`src/rtl/obstacle_lane.sv`:
```
`default_nettype none
// +--------------------------------------------------------------------------+
// | obstacle_lane: multi-slot obstacle spawner/scroller with a 2-cycle       |
// | sprite-ROM pixel lookup for the T-rex display layer mixer.               |
// | Revision: 1.0                                                            |
// +--------------------------------------------------------------------------+
module obstacle_lane #(
  parameter int NUM_SLOTS   = 3,
  parameter int SCR_W       = 640,
  parameter int BIRD_OFFSET = 70,
  parameter int ANIM_FRAMES = 8,
  parameter int ADDR_W      = 14
) (
  input  logic                 clk,
  input  logic                 rst,
  input  logic [1:0]           gamestate,
  input  logic                 frame_tick,
  input  logic [3:0]           speed,
  input  logic                 spawn_req,
  input  logic [3:0]           spawn_sel,
  input  logic [9:0]           spawn_y,
  output logic                 spawn_ack,
  input  logic [9:0]           x,
  input  logic [9:0]           y,
  output logic [ADDR_W-1:0]    rom_addr,
  output logic [2:0]           rom_sel,
  input  logic [15:0]          rom_data,
  output logic                 isempty_obstacle,
  output logic [11:0]          rgb_obstacle,
  output logic [NUM_SLOTS-1:0] active_mask
);

  localparam int SLOT_W = (NUM_SLOTS > 1) ? $clog2(NUM_SLOTS) : 1;
  localparam int CNT_W  = (ANIM_FRAMES > 1) ? $clog2(ANIM_FRAMES) : 1;
  localparam logic [CNT_W-1:0] CNT_LAST = CNT_W'(ANIM_FRAMES - 1);

  localparam logic [1:0] GS_IDLE = 2'b00;
  localparam logic [1:0] GS_RUN  = 2'b01;

  localparam logic [3:0] SEL_C1S  = 4'd4;
  localparam logic [3:0] SEL_C1B  = 4'd5;
  localparam logic [3:0] SEL_C2S  = 4'd6;
  localparam logic [3:0] SEL_C2B  = 4'd7;
  localparam logic [3:0] SEL_BIRD = 4'd8;

  typedef enum logic {WING_UP = 1'b0, WING_DOWN = 1'b1} wing_e;

  function automatic logic signed [11:0] spr_w(input logic [3:0] s);
    case (s)
      SEL_C1S:  spr_w = 12'sd34;
      SEL_C1B:  spr_w = 12'sd50;
      SEL_C2S:  spr_w = 12'sd68;
      SEL_C2B:  spr_w = 12'sd100;
      SEL_BIRD: spr_w = 12'sd92;
      default:  spr_w = 12'sd0;
    endcase
  endfunction

  function automatic logic signed [11:0] spr_h(input logic [3:0] s);
    case (s)
      SEL_C1S, SEL_C2S: spr_h = 12'sd70;
      SEL_C1B, SEL_C2B: spr_h = 12'sd100;
      SEL_BIRD:         spr_h = 12'sd80;
      default:          spr_h = 12'sd0;
    endcase
  endfunction

  // Slot state
  logic [NUM_SLOTS-1:0]   valid_q, valid_d;
  logic [3:0]             sel_q [NUM_SLOTS];
  logic [3:0]             sel_d [NUM_SLOTS];
  logic signed [10:0]     ox_q  [NUM_SLOTS];
  logic signed [10:0]     ox_d  [NUM_SLOTS];
  logic [9:0]             oy_q  [NUM_SLOTS];
  logic [9:0]             oy_d  [NUM_SLOTS];

  logic [CNT_W-1:0]       cnt_q, cnt_d;
  wing_e                  wing_q, wing_d;
  logic                   spawn_ack_q;

  logic [ADDR_W-1:0]      rom_addr_q;
  logic [2:0]             rom_sel_q;
  logic                   hit_q;
  logic                   isempty_q;
  logic [11:0]            rgb_q;

  // Per-slot combinational geometry
  logic signed [10:0]     w_mv    [NUM_SLOTS];
  logic                   w_retire[NUM_SLOTS];
  logic signed [11:0]     w_w     [NUM_SLOTS];
  logic signed [11:0]     w_h     [NUM_SLOTS];
  logic signed [11:0]     w_oxs   [NUM_SLOTS];
  logic signed [11:0]     w_row0  [NUM_SLOTS];
  logic [NUM_SLOTS-1:0]   w_inside;

  logic signed [11:0]     w_xs, w_ys;
  assign w_xs = $signed({2'b00, x});
  assign w_ys = $signed({2'b00, y});

  genvar gi;
  generate
    for (gi = 0; gi < NUM_SLOTS; gi++) begin : g_slot
      assign w_w[gi]      = spr_w(sel_q[gi]);
      assign w_h[gi]      = spr_h(sel_q[gi]);
      assign w_oxs[gi]    = {ox_q[gi][10], ox_q[gi]};
      assign w_row0[gi]   = $signed({2'b00, oy_q[gi]}) +
                            ((sel_q[gi] == SEL_BIRD) ? 12'(BIRD_OFFSET) : 12'sd0);
      assign w_mv[gi]     = ox_q[gi] - $signed({7'b0, speed});
      assign w_retire[gi] = ($signed({w_mv[gi][10], w_mv[gi]}) + w_w[gi]) <= 12'sd0;
      assign w_inside[gi] = valid_q[gi] &&
                            (w_xs >= w_oxs[gi]) && (w_xs < w_oxs[gi] + w_w[gi]) &&
                            (w_ys >= w_row0[gi]) && (w_ys < w_row0[gi] + w_h[gi]);
    end
  endgenerate

  // Lowest-index free slot for spawning
  logic              w_free_found;
  logic [SLOT_W-1:0] w_free_idx;
  always_comb begin
    w_free_found = 1'b0;
    w_free_idx   = '0;
    for (int i = NUM_SLOTS - 1; i >= 0; i--) begin
      if (!valid_q[i]) begin
        w_free_found = 1'b1;
        w_free_idx   = SLOT_W'(i);
      end
    end
  end

  logic w_sel_legal, w_spawn_ok;
  assign w_sel_legal = (spawn_sel >= SEL_C1S) && (spawn_sel <= SEL_BIRD);
  assign w_spawn_ok  = spawn_req && (gamestate == GS_RUN) && w_sel_legal && w_free_found;

  // The spawn target was free before this cycle, so it never collides with a move.
  always_comb begin
    valid_d = valid_q;
    sel_d   = sel_q;
    ox_d    = ox_q;
    oy_d    = oy_q;
    if (gamestate == GS_IDLE) begin
      valid_d = '0;
    end else if (gamestate == GS_RUN) begin
      if (frame_tick) begin
        for (int i = 0; i < NUM_SLOTS; i++) begin
          if (valid_q[i]) begin
            ox_d[i] = w_mv[i];
            if (w_retire[i]) valid_d[i] = 1'b0;
          end
        end
      end
      if (w_spawn_ok) begin
        valid_d[w_free_idx] = 1'b1;
        sel_d[w_free_idx]   = spawn_sel;
        ox_d[w_free_idx]    = 11'(SCR_W);
        oy_d[w_free_idx]    = spawn_y;
      end
    end
  end

  always_comb begin
    cnt_d  = cnt_q;
    wing_d = wing_q;
    if (gamestate == GS_IDLE) begin
      cnt_d  = '0;
      wing_d = WING_UP;
    end else if ((gamestate == GS_RUN) && frame_tick) begin
      if (cnt_q == CNT_LAST) begin
        cnt_d  = '0;
        wing_d = (wing_q == WING_UP) ? WING_DOWN : WING_UP;
      end else begin
        cnt_d = cnt_q + 1'b1;
      end
    end
  end

  // Winning slot: the lowest index covering the pixel
  logic              w_hit;
  logic [SLOT_W-1:0] w_win;
  always_comb begin
    w_hit = 1'b0;
    w_win = '0;
    for (int i = NUM_SLOTS - 1; i >= 0; i--) begin
      if (w_inside[i]) begin
        w_hit = 1'b1;
        w_win = SLOT_W'(i);
      end
    end
  end

  logic signed [11:0] w_dx, w_dy, w_wd;
  logic [ADDR_W-1:0]  w_addr;
  logic [2:0]         w_bird_sel, w_rom_sel;
  assign w_wd   = w_w[w_win];
  assign w_dx   = w_xs - w_oxs[w_win];
  assign w_dy   = w_row0[w_win] + w_h[w_win] - 12'sd1 - w_ys;
  assign w_addr = ADDR_W'($unsigned(w_dx)) +
                  ADDR_W'($unsigned(w_dy)) * ADDR_W'($unsigned(w_wd));
  assign w_bird_sel = ((gamestate == GS_RUN) && (wing_q == WING_UP)) ? 3'd4 : 3'd5;

  always_comb begin
    w_rom_sel = 3'd0;
    case (sel_q[w_win])
      SEL_C1S:  w_rom_sel = 3'd0;
      SEL_C2S:  w_rom_sel = 3'd1;
      SEL_C1B:  w_rom_sel = 3'd2;
      SEL_C2B:  w_rom_sel = 3'd3;
      SEL_BIRD: w_rom_sel = w_bird_sel;
      default:  w_rom_sel = 3'd0;
    endcase
  end

  always_ff @(posedge clk) begin
    if (rst) begin
      valid_q <= '0;
      for (int i = 0; i < NUM_SLOTS; i++) begin
        sel_q[i] <= '0;
        ox_q[i]  <= '0;
        oy_q[i]  <= '0;
      end
      cnt_q       <= '0;
      wing_q      <= WING_UP;
      spawn_ack_q <= 1'b0;
      rom_addr_q  <= '0;
      rom_sel_q   <= 3'd0;
      hit_q       <= 1'b0;
      isempty_q   <= 1'b1;
      rgb_q       <= 12'h000;
    end else begin
      valid_q     <= valid_d;
      sel_q       <= sel_d;
      ox_q        <= ox_d;
      oy_q        <= oy_d;
      cnt_q       <= cnt_d;
      wing_q      <= wing_d;
      spawn_ack_q <= w_spawn_ok;
      hit_q       <= w_hit;
      rom_addr_q  <= w_hit ? w_addr : '0;
      rom_sel_q   <= w_hit ? w_rom_sel : 3'd0;
      // Only opaque white or grey sprite pixels are drawn
      isempty_q   <= ~hit_q || (rom_data[3:0] != 4'hF) ||
                     !((rom_data[15:4] == 12'hFFF) || (rom_data[15:4] == 12'h555));
      rgb_q       <= rom_data[15:4];
    end
  end

  assign spawn_ack        = spawn_ack_q;
  assign rom_addr         = rom_addr_q;
  assign rom_sel          = rom_sel_q;
  assign isempty_obstacle = isempty_q;
  assign rgb_obstacle     = rgb_q;
  assign active_mask      = valid_q;

endmodule
`default_nettype wire

```
`config.mk`:
```
export PLATFORM = sky130hd
export DESIGN_NAME = obstacle_lane
export DESIGN_NICKNAME = d
export VERILOG_FILES = /design/src/rtl/obstacle_lane.sv
export SDC_FILE = /design/constraint.sdc
export NUM_CORES = 1
export LEC_CHECK = 0
export CORE_UTILIZATION = 50
export CTS_CLUSTER_SIZE = 25
export DETAILED_ROUTE_END_ITERATION = 8
export MAX_ROUTING_LAYER = met4
export PLACE_DENSITY = 0.65
export RECOVER_POWER = 25
export SLEW_MARGIN = 20
export SYNTH_ARGS = -nofsm -noshare
export SYNTH_HDL_FRONTEND = slang
export SYNTH_SLANG_ARGS = --single-unit
```
`constraint.sdc`:
```
create_clock -name clk -period 29.7 [get_ports clk]
set_input_delay 4.455 -clock clk [delete_from_list [all_inputs] [get_ports clk]]
set_output_delay 4.455 -clock clk [all_outputs]
set_load 0.05 [all_outputs]
```
* Word-level counts from Yosys, hierarchy flattened
Cells that the tools add are included.
** Storage, ports and cells
- Register bits :: 114
- Bits of input ports :: 60
- Output and inout port bits :: 34
** Operators by class
- Add/subtract/negate cells :: 21
- Multiply operators :: 1
- Order comparisons :: 22
- Equality and inequality tests :: 24
- Mux-type cells :: 67
- Bitwise operators :: 10
- Reduce and logical (&&, ||, !) cells :: 36
** Operators by type and width (count)
- $mux W33 :: 4
- $pmux W7 S5 :: 3
- $bmux W12 S2 :: 4
- $mux W12 :: 8
- $add A11 B8 Y12 :: 6
- $lt A11 B12 Y1 :: 6
- $pmux W7 S3 :: 3
- $eq A4 B3 Y1 const B :: 15
- $add A12 B12 Y12 :: 4
- $mux W11 :: 4
- $le A12 B1 Y1 const B :: 3
- $add A10 B7 Y11 :: 3
- $ge A10 B11 Y1 :: 3
- $ge A11 B11 Y1 :: 3
- $sub A11 B5 Y11 :: 3
- $bwmux W30 :: 1
- $and A27 B27 Y27 :: 1
- $not A27 Y27 :: 1
- $demux W11 S2 :: 1
- $mux W7 :: 3
- $demux W10 S2 :: 1
- $logic_and A1 B1 Y1 :: 20
- $eq A4 B4 Y1 const B :: 4
- $reduce_or A2 Y1 :: 8
- 36 further kinds :: 69

* Logic depth before layout (Yosys ltp)
Gate-level depths: netlist of run 1.
- Depth in word-level cells :: 19
- Gate-level depth with buffers :: 59
- Gate-level depth less buffers :: 54

* Worst setup path before layout of run 1
OpenSTA, ideal clock, no wires.
- Path kind :: input to register
- Start :: in x[8]
- End :: reg rom_addr_q[13], in the netlist rom_addr[13]
- Arrival :: 13.169 ns
- Path slack :: 16.459 ns
- Stages :: 44
- Path through :: ha_1 a21o_1 a21oi_1 nor2_1 a211oi_1 o32ai_1 o221ai_1 or2_0 buf_2 or3b_1 buf_6 buf_2 clkbuf_1 a21oi_1 fa_1 ha_1 inv_1 fa_1 [8 not listed] ha_1 inv_1 fa_1 inv_1 fa_1 fa_1 inv_1 fa_1 inv_1 ha_1 nand2_1 nor2_1 a211oi_1 o21ai_0 xnor2_1 xnor2_1 or2_2 mux2i_1
** Between the ends
- Cells in the longest elaborated chain, start to end :: 17
** RTL lines
- start: declaration :: line 23 : input logic [9:0] x,
- $ge A11 B11 Y1 :: line 111 : (w_xs >= w_oxs[gi]) && (w_xs < w_oxs[gi] + w_w[gi]) &&
- $logic_and A1 B1 Y1 :: line 110 : assign w_inside[gi] = valid_q[gi] &&
- $logic_and A1 B1 Y1 (2 in a row) :: line 111
- $logic_and A1 B1 Y1 :: line 112 : (w_ys >= w_row0[gi]) && (w_ys < w_row0[gi] + w_h[gi]);
- $mux W2 (3 in a row) :: line 183 : if (w_inside[i]) begin
- $not A2 Y3 (implied by the code) :: line 193, 194, 195
- $bmux W12 S2 :: line 195 : assign w_dy = w_row0[w_win] + w_h[w_win] - 12'sd1 - w_ys;
- $mux W12 (implied by the code) (2 in a row) :: line 195
- $add A12 B12 Y12 :: line 195
- $sub A12 B2 Y12 :: line 195
- $sub A12 B11 Y12 :: line 195
- $mul A12 B12 Y14 :: line 197 : ADDR_W'($unsigned(w_dy)) * ADDR_W'($unsigned(w_wd));
- $add A12 B14 Y14 :: line 196 : assign w_addr = ADDR_W'($unsigned(w_dx)) +
- end signal: assignment :: line 237 : rom_addr_q <= w_hit ? w_addr : '0;
- end: declaration :: line 81 : logic [ADDR_W-1:0] rom_addr_q;
Several ways; a longest one is shown, not always the timed one. The select of a mux whose other input is x is not followed.
A chain may end at the register's enable or synchronous reset.

* Worst setup path in the final report of run 1
Same ends and word-level chain as after synthesis.

==> results of run 1 <==
[flip-flops by register name, summed over array words and instances (netlist names)]
signal	count
active_mask	3
cnt_q	3
hit_q	1
isempty_obstacle	1
ox_q	33
oy_q	30
rgb_obstacle	12
rom_addr	14
rom_sel	3
sel_q	12
spawn_ack	1
wing_q	1
[where the power goes]
| part | leakage [nW] | switching (mW) | internal (mW) |
|---|---|---|---|
| Sequential | 0.922 | 0.00100 | 0.154 |
| Combinational | 6.21 | 0.0545 | 0.0390 |
| Clock | 0.282 | 0.0945 | 0.119 |
[final cells by class]
type	count	area [um^2]
Clock inverter	15	161.4
Antenna cell	2	5.005
Fill cell	2655	12330
Tap cell	384	480.5
Multi-Input combinational cell	1479	11380
Inverter	222	833.3
Clock buffer	17	425.4
Timing Repair Buffer	109	1039
Sequential cell	114	2282
[cell usage after synthesis, types with 9 or more instances]
| library cell | count |
|---|---|
| nor2b_1 | 38 |
| maj3_1 | 9 |
| buf_2 | 14 |
| nor2_1 | 162 |
| clkbuf_1 | 43 |
| o211ai_1 | 20 |
| and3_1 | 9 |
| inv_1 | 221 |
| xnor2_1 | 100 |
| a21oi_1 | 150 |
| a22oi_1 | 12 |
| ha_1 | 255 |
| o21ai_0 | 72 |
| a21o_1 | 52 |
| xor2_1 | 40 |
| dfxtp_1 | 114 |
| o21bai_1 | 13 |
| a211oi_1 | 19 |
| o21a_1 | 11 |
| nor4_1 | 9 |
| nor3_1 | 35 |
| nand2b_1 | 32 |
| nand3_1 | 29 |
| or2_2 | 13 |
| nand2_1 | 181 |
| mux2i_1 | 18 |
| fa_1 | 60 |
| nand4_1 | 14 |
[worst paths after layout]
kind / depth (start not counted) / slack (ns) / end
worst max-delay path: 40 / 14.73 / rom_addr[13]
worst min register to register: 2 / 0.48 / oy_q[1]
worst min-delay path: 2 / 0.48 / oy_q[1]
worst max register to register: 50 / 16.38 / rom_addr[13]
[worst register-to-register path: cells and delay by family, from the launching register on]
family	cells	cell delay, ns
fa+ha+maj	11	4.40
xor+xnor	5	1.22
buf+inv	8	0.80
compound gates	12	3.51
mux	1	0.12
simple gates	13	2.72
flops	1	0.44
[through the flow]
step	cell area, um^2	utilization	std cells
6_report	16610	0.5739	2342
5_1_grt	16610	0.5739	2342
4_1_cts	16600	0.5738	2340
3_5_place_dp	16020	0.5535	2308
3_3_place_gp	16020	0.5535	2308
2_1_floorplan	14790	-	1882
[per-layer routing]
metal | vias up | wire length, um
met5 | - | 0
met4 | 0 | 1304
met3 | 82 | 2700
met2 | 447 | 19050
met1 | 6361 | 20250
li1 | 6600 | -
[cells by family after synthesis]
family | after synthesis | share of synthesized area
muxes | 18 | 0.01218
buffers and inverters | 289 | 0.07715
adders and majority gates | 325 | 0.3038
AOI/OAI and AO/OA | 425 | 0.1842
and+or+nand+nor | 570 | 0.1844
xor gates and xnor gates | 141 | 0.08400
DFF | 114 | 0.1543
==> qor.yml, run 1 <==
status: "finished, violations left"
violations: "max-capacitance violations, max-slew violations"
grt_max_degree: 56
crit_start: "x[8]"
worst_pin_slew_ns: 2.306
required_ns: 30.07
place_ws_ns: 14.41
path_clk_slew_ns: 0.07
cp_num_buf_inv: 8
grt_overflow: 0
hold_class: "register to register"
crit_fanout: 40
setup_viol: 0
antenna_left: 0
cp-end-kind: "register"
vias: 13490
r2r_start: "sel_q[9]"
core-area_um2: 28940
pwr_density_cell_nw_per_um2: 27.86
cts_max_level: 4
cts_resized: 0
period_minus_slack_ns: 14.97
synth_top_cell_by_area: "ha_1"
routed_wl_um: 43310
fp-row-count: 62
clockRootBuffer: "clkbuf_16"
yosysWarnings: 0
grt_use_met2: 0.4613
cts_tree: "built"
syn_inst: 1882
synth_area_per_cell_um2: 7.859
drv_slew: 56
rsz0062_at_grt: "false"
final_nets: 2318
drv_cap: 1
fin_ws_ns: 14.73
worstSetupStartpointType: "input port"
max-slew-margin-rel: -0.5374
grtUsageMet1: 0.3960
synth.area.top_cells: "ha_1, dfxtp_1, fa_1, xnor2_1, inv_1"
final_common_cell: "ha_1"
ys_types: 81
critPathArrivalTime_ns: 15.35
cts_buffers: 17
busiest_layer: "met2"
cts_setup_buffers: 0
skew_ns: 0.01140
drive_above_1_share: 0.04141
port_buffers: 93
finalHoldViolCount: 0
ir_worst_vdd_v: 0.00003577
met3_usage: 0.05271
total_power_mw: 0.4627
ys_async_sr_fraction: 0
synth_edf_count: 0
ys_seq_elements: 114
hp-start: "oy_q[1]"
max_freq_mhz: 66.80
synth_fp_nets: 2257
synthToLayoutAreaGrowth_pct: 12.27
synth_flop_cell: "dfxtp_1"
die_w_um: 174.0
fin_setup_tns_ns: 0
antenna_found_initial: 1
yosysTopAreaCellShare: 0.2157
wl_per_cell_um: 18.49
max_stage_delay_ns: 0.75
place_congestion: 1.012
netlist_area_um2: 14790
first_pass_iters: 6
clockBufferDepth: 2
clkLatencyLatePin_ns: 0.44
grt_pass1_vias: 13090
crit_path_frequent_cell: "inv_1"
synth-seq-area-share: 0.1543
die_h_um: 174.0
cts.sinks: 114
critical_path_class: "input port to register"
grt_pass1_wl_um: 69390
hpwl_um: 35350
start_util: 0.5112
ios: 94
die-area_um2: 30270
routed_via_density: 5.760
final_cell_mix: "ha_1, inv_1, nand2_1, nor2_1, a21oi_1"
p_leak_nw: 7.416
path_delay_family: "adder cells"
holdBufCountCts: 0
post-route-period-util: 0.5041
hold_ws_ns: 0.4814
drc_errors: 0
cpMaxStageDelayCell: "o21ai_1"
grt_use_total: 0.2997
first_iter_violations: 1261
Power figures use the tool's default switching activity.
==> run 2, diff against run 1 <==
--- a/config.mk
+++ b/config.mk
@@ -9,7 +9,7 @@
 export CTS_CLUSTER_SIZE = 25
 export DETAILED_ROUTE_END_ITERATION = 8
 export MAX_ROUTING_LAYER = met4
-export PLACE_DENSITY = 0.65
+export PLACE_DENSITY = 0.68
 export RECOVER_POWER = 25
 export SLEW_MARGIN = 20
 export SYNTH_ARGS = -nofsm -noshare
==> constraint.sdc (replaced) <==
create_clock -name clk -period 13.1 [get_ports clk]
set_input_delay 1.965 -clock clk [delete_from_list [all_inputs] [get_ports clk]]
set_output_delay 1.965 -clock clk [all_outputs]
set_load 0.05 [all_outputs]
==> run 2 against run 1 <==
Net effect: the flow still finishes with violations (max-capacitance violations, max-slew violations); combinational power is 130% higher; flip-flop and latch count stayed put; critical endpoint unchanged; critical path depth rose by 14; sequential power up 130%.
==> qor.yml, run 2 (same netlist as run 1, synthesis figures left out) <==
max_freq_mhz: 82.27
clockBufferDepth: 2  # unchanged
drv_slew: 49  # -13%
fin_util: 0.5777  # +0.003762
swShare: 0.3239  # -0.0003434
worst_pin_slew_ns: 2.189  # -0.1168 ns
status: "finished, violations left"
hold_class: "register to register"
die-area_um2: 30270  # unchanged
vias: 13590  # +0.74%
grt_use_total: 0.3009  # +0.001165
final_nets: 2334  # +0.69%
wl_per_cell_um: 18.48  # about the same
final_cell_mix: "ha_1, inv_1, nand2_1, nor2_1, a21oi_1"
skew_ns: 0.02933  # +0.01793 ns
clkLatencyLatePin_ns: 0.46  # +0.02 ns
cts_buffers: 17  # unchanged
total_power_mw: 1.044  # +130%
drive_above_1_share: 0.04868  # +0.007270
first_pass_iters: 7  # +1
p_clk_frac: 0.457  # -0.005
drc_errors: 0  # unchanged
pwr_density_cell_nw_per_um2: 62.47  # +120%
p_seq_frac: 0.337  # +0.002
worstSetupStartpointType: "register"
period_minus_slack_ns: 12.16
first_iter_violations: 982  # -22%
hpwl_um: 35510  # +0.45%
crit_fanout: 20  # -50%
synthToLayoutAreaGrowth_pct: 13.01
drv_cap: 1  # unchanged
cpMaxStageDelayCell: "fa_1"
fin_setup_tns_ns: 0  # unchanged
place_congestion: 0.9891  # -2.3%
die_h_um: 174.0  # unchanged
fp-row-count: 62  # unchanged
critical_path_class: "register to register"
grt_pass1_vias: 12860  # -1.7%
regMostFlops: "ox_q"
final_common_cell: "ha_1"
grt_max_degree: 49  # -13%
cp-end-kind: "register"
violations: "max-capacitance violations, max-slew violations"
critPathArrivalTime_ns: 12.55  # -2.80 ns
p_leak_nw: 7.465  # +0.65%
cts_max_level: 4  # unchanged
required_ns: 13.50  # -16.57 ns
start_util: 0.5112  # unchanged
ios: 94  # unchanged
crit_path_frequent_cell: "inv_1"
fillers: 2727  # +2.7%
max-slew-margin-rel: -0.4595  # +0.07788
largest_reg_flops: 33  # unchanged
die_w_um: 174.0  # unchanged
comb_power_share: 0.206  # +0.004
routed_via_density: 5.766  # +0.10%
grt_overflow: 0  # unchanged
p_sw_mw: 0.3382  # +130%
finalHoldViolCount: 0  # unchanged
cts.sinks: 114  # unchanged
p_int_mw: 0.7060  # +130%
ir_worst_vdd_v: 0.0001025  # +190%
clockRootBuffer: "clkbuf_16"
max_stage_delay_ns: 0.59  # -0.16 ns
core-area_um2: 28940  # unchanged
antenna_left: 0  # unchanged
cts_tree: "built"
setup_viol: 0  # unchanged
rsz0062_at_grt: "false"
post-route-period-util: 0.9279
antenna_found_initial: 2  # +1
grt_pass1_wl_um: 68980  # -0.60%
routed_wl_um: 43570  # +0.59%
path_clk_slew_ns: 0.08  # about the same
port_buffers: 93  # unchanged
-- run 2: cell count changes in the layout (fill, tap and decap cells not counted), sizes merged --
cell,previous run,this run
buf,15,31
clkdlybuf4s50,68,77
dlygate4sd3,24,15
inv,232,228
clkinv,1,4
clkinvlp,3,4
diode,2,1
-- run 2: layout make-up --
| class | count | area, um^2 | area share |
|---|---|---|---|
| Antenna cell | 1 | 2.502 | 0.0001497 |
| Sequential cell | 114 | 2282 | 0.1365 |
| Multi-Input combinational cell | 1479 | 11380 | 0.6810 |
| Inverter | 222 | 833.3 | 0.04985 |
| Clock buffer | 17 | 425.4 | 0.02545 |
| Timing Repair Buffer | 125 | 1161 | 0.06947 |
| Tap cell | 384 | 480.5 | 0.02874 |
| Clock inverter | 15 | 146.4 | 0.008758 |
-- run 2: layer usage --
layer	part of all wire	track usage	vias up
met5	0	-	-
met2	0.44	0.4632	466
li1	-	-	6627
met4	0.025	0.09503	0
met1	0.47	0.4045	6428
met3	0.063	0.04418	69
-- run 2: path summary, 6_finish.rpt --
check / startpoint / endpoint / slack (ns) / cells past startpoint
hold reg to reg: oy_q[26] / oy_q[26] / 0.46 / 2
setup reg to reg: sel_q[3] / rom_addr[13] / 0.94 / 54
hold / removal: oy_q[26] / oy_q[26] / 0.46 / 2
setup / recovery: sel_q[3] / rom_addr[13] / 0.94 / 54
-- run 2: timing repair --
item | 4_1_cts | 5_1_grt
endpoints found under the setup margin | 0 | 1
buffers inserted | 0 | 2
resized for setup | 0 | 2
hold buffers | 0 | 0
-- run 2: power by group through the flow --
stage	sequential [mW]	clock, mW	combinational, mW
after floorplan	0.366	0	0.132
final	0.352	0.477	0.215
after global placement	0.360	0	0.209
after detailed placement	0.360	0	0.214
after CTS	0.352	0.483	0.215
after global routing	0.352	0.497	0.243
-- run 2: worst max-delay path, delay by kind of cell (launching register included) --
kind | cells | cell delay, ns
AO/OA/AOI/OAI | 16 | 3.31
XOR/XNOR | 4 | 0.72
adder cells (fa/ha/maj) | 12 | 4.58
buffers and inverters | 9 | 0.83
flip-flops | 1 | 0.40
multiplexers | 1 | 0.12
AND/OR/NAND/NOR | 12 | 2.17
-- run 2: metrics by stage --
stage	setup WS, ns	instance area, um^2	std cells	hold WS, ns
finish	0.9443	16710	2357	0.4635
global route	0.1028	16710	2357	0.4877
CTS	0.7055	16690	2354	0.4628
detailed placement	0.7511	16120	2322	0.4523
global placement	0.9225	16120	2322	0.4469
floorplan	1.465	14790	1882	0.4406
==> run 3, diff against run 2 <==
--- a/config.mk
+++ b/config.mk
@@ -9,7 +9,7 @@
 export CTS_CLUSTER_SIZE = 25
 export DETAILED_ROUTE_END_ITERATION = 8
 export MAX_ROUTING_LAYER = met4
-export PLACE_DENSITY = 0.68
+export PLACE_DENSITY = 0.65
 export RECOVER_POWER = 25
 export SLEW_MARGIN = 20
 export SYNTH_ARGS = -nofsm -noshare
==> constraint.sdc (replaced) <==
create_clock -name clk -period 12.6 [get_ports clk]
set_input_delay 1.89 -clock clk [delete_from_list [all_inputs] [get_ports clk]]
set_output_delay 1.89 -clock clk [all_outputs]
set_load 0.05 [all_outputs]
==> run 3 against run 2 <==
Net effect: the flow still finishes with violations (max-capacitance violations, max-slew violations); design area is 0.85% higher; first-iteration DRC count fell by 0.31%; die area unchanged; critical path depth is 3 lower; combinational power increased by 6%; setup slack got worse by 0.15 ns.
==> qor.yml, run 3 (same netlist as run 1, synthesis figures left out) <==
clockBufferDepth: 2  # unchanged
die_w_um: 174.0  # unchanged
hpwl_um: 36800  # +3.6%
ir_worst_vdd_v: 0.0001476  # +44%
dp.cells: 2334  # +0.52%
vias: 13440  # -1.1%
first_iter_violations: 979  # -0.31%
grt_pass1_vias: 12930  # +0.50%
critical_path_class: "register to register"
ios: 94  # unchanged
cts_tree: "built"
max-slew-margin-rel: -0.3261  # +0.1335
grt_overflow: 0  # unchanged
clockRootBuffer: "clkbuf_16"
fin_setup_tns_ns: 0  # unchanged
finalHoldViolCount: 0  # unchanged
critPathArrivalTime_ns: 12.19  # -0.36 ns
stdcell_area_um2: 16860  # +0.85%
hold_ws_ns: 0.4789  # +0.01544 ns
drive_above_1_share: 0.05698  # +0.008303
max_freq_mhz: 84.72  # +3.0%
die_h_um: 174.0  # unchanged
cpMaxStageDelayCell: "fa_1"
fp-row-count: 62  # unchanged
die-area_um2: 30270  # unchanged
cts_max_level: 4  # unchanged
grt_pass1_wl_um: 70480  # +2.2%
cp-end-kind: "register"
clkLatencyLatePin_ns: 0.45  # about the same
final_cells: 2367  # +0.42%
start_util: 0.5112  # unchanged
grt_use_total: 0.3089  # +0.007949
fin_ws_ns: 0.7963  # -0.1480 ns
hold_class: "register to register"
cts.sinks: 114  # unchanged
antenna-diode-count: 0  # -1
routed_wl_um: 44740  # +2.7%
max_stage_delay_ns: 0.57  # -0.02 ns
path_clk_slew_ns: 0.08  # about the same
port_buffers: 93  # unchanged
worstSetupStartpointType: "register"
routed_via_density: 5.676  # -1.6%
pwr_density_cell_nw_per_um2: 65.03  # +4.1%
place_congestion: 0.9540  # -3.5%
placed_area_um2: 16220  # +0.63%
setup_viol: 0  # unchanged
status: "finished, violations left"
grt_max_degree: 45  # -8.2%
p_leak_nw: 7.557  # +1.2%
required_ns: 12.99  # -0.51 ns
worst_pin_slew_ns: 1.989  # -0.2002 ns
drc_errors: 0  # unchanged
violations: "max-capacitance violations, max-slew violations"
drv_cap: 1  # unchanged
largest_reg_flops: 33  # unchanged
crit_fanout: 21  # +5.0%
wl_per_cell_um: 18.90  # +2.3%
cts_buffers: 17  # unchanged
final_nets: 2345  # +0.47%
synthToLayoutAreaGrowth_pct: 13.97
place_ws_ns: 0.4957  # -0.2554 ns
final_common_cell: "ha_1"
skew_ns: 0.02257  # -0.006763 ns
antenna_left: 0  # unchanged
core-area_um2: 28940  # unchanged
rsz0062_at_grt: "false"
period_minus_slack_ns: 11.80  # -0.3520 ns
post-route-period-util: 0.9368  # +0.008883
antenna_found_initial: 0  # -2
final_cell_mix: "ha_1, inv_1, nand2_1, nor2_1, a21oi_1"
regMostFlops: "ox_q"
first_pass_iters: 5  # -2
drv_slew: 45  # -8.2%
run 3: cell count changes in the layout (fill, tap and decap cells not counted), sizes merged, moves of 2 or more:
| cell | delta |
|---|---|
| buf | +11 |
| clkinv | +5 |
| clkdlybuf4s50 | -6 |
| inv | -5 |
| dlygate4sd3 | +6 |
| clkinvlp | -2 |
run 3: critical path: cells and delay by family (launching register included):
| kind | cells | cell delay [ns] |
|---|---|---|
| adder cells (fa/ha/maj) | 11 | 4.44 |
| AO/OA/AOI/OAI | 16 | 3.22 |
| AND/OR/NAND/NOR | 12 | 2.11 |
| buffers and inverters | 7 | 0.73 |
| XOR/XNOR | 4 | 0.67 |
| flip-flops | 1 | 0.44 |
| multiplexers | 1 | 0.12 |
run 3: metrics by stage:
stage / power (mW) / util
3_5_place_dp: 0.6010 / 0.5607
3_3_place_gp: 0.5957 / 0.5607
6_report: 1.096 / 0.5825
4_1_cts: 1.101 / 0.5812
2_1_floorplan: 0.5182 / -
5_1_grt: 1.147 / 0.5825
run 3: final timing paths:
| path | slack, ns | cells past startpoint | end | startpoint |
|---|---|---|---|---|
| setup / recovery | 0.80 | 51 | rom_addr[13] | sel_q[1] |
| hold / removal | 0.48 | 2 | oy_q[1] | oy_q[1] |
| setup reg to reg | 0.80 | 51 | rom_addr[13] | sel_q[1] |
| hold reg to reg | 0.48 | 2 | oy_q[1] | oy_q[1] |
run 3: layout make-up:
type                            instances  area [um^2]
Fill cell                            2692        12080
Clock inverter                         14        155.1
Sequential cell                       114         2282
Inverter                              222        833.3
Multi-Input combinational cell       1479        11410
Clock buffer                           18        439.2
Timing Repair Buffer                  136         1260
Tap cell                              384        480.5
run 3: layer usage:
layer | part of all wire | GRT usage | vias up
met4 | 0.028 | 0.1034 | 0
met1 | 0.47 | 0.4133 | 6368
met2 | 0.44 | 0.4630 | 350
met3 | 0.063 | 0.06080 | 59
li1 | - | - | 6659
met5 | 0 | - | -
run 3: where the power goes:
part	internal (mW)	switching [mW]
Combinational	0.0962	0.132
Clock	0.298	0.204
Sequential	0.364	0.00240
run 3: repair_timing:
| action | CTS | global route |
|---|---|---|
| hold buffers | 0 | 0 |
| setup buffers | 0 | 1 |
| gates resized for setup | 0 | 9 |
| setup endpoints to repair | 0 | 1 |
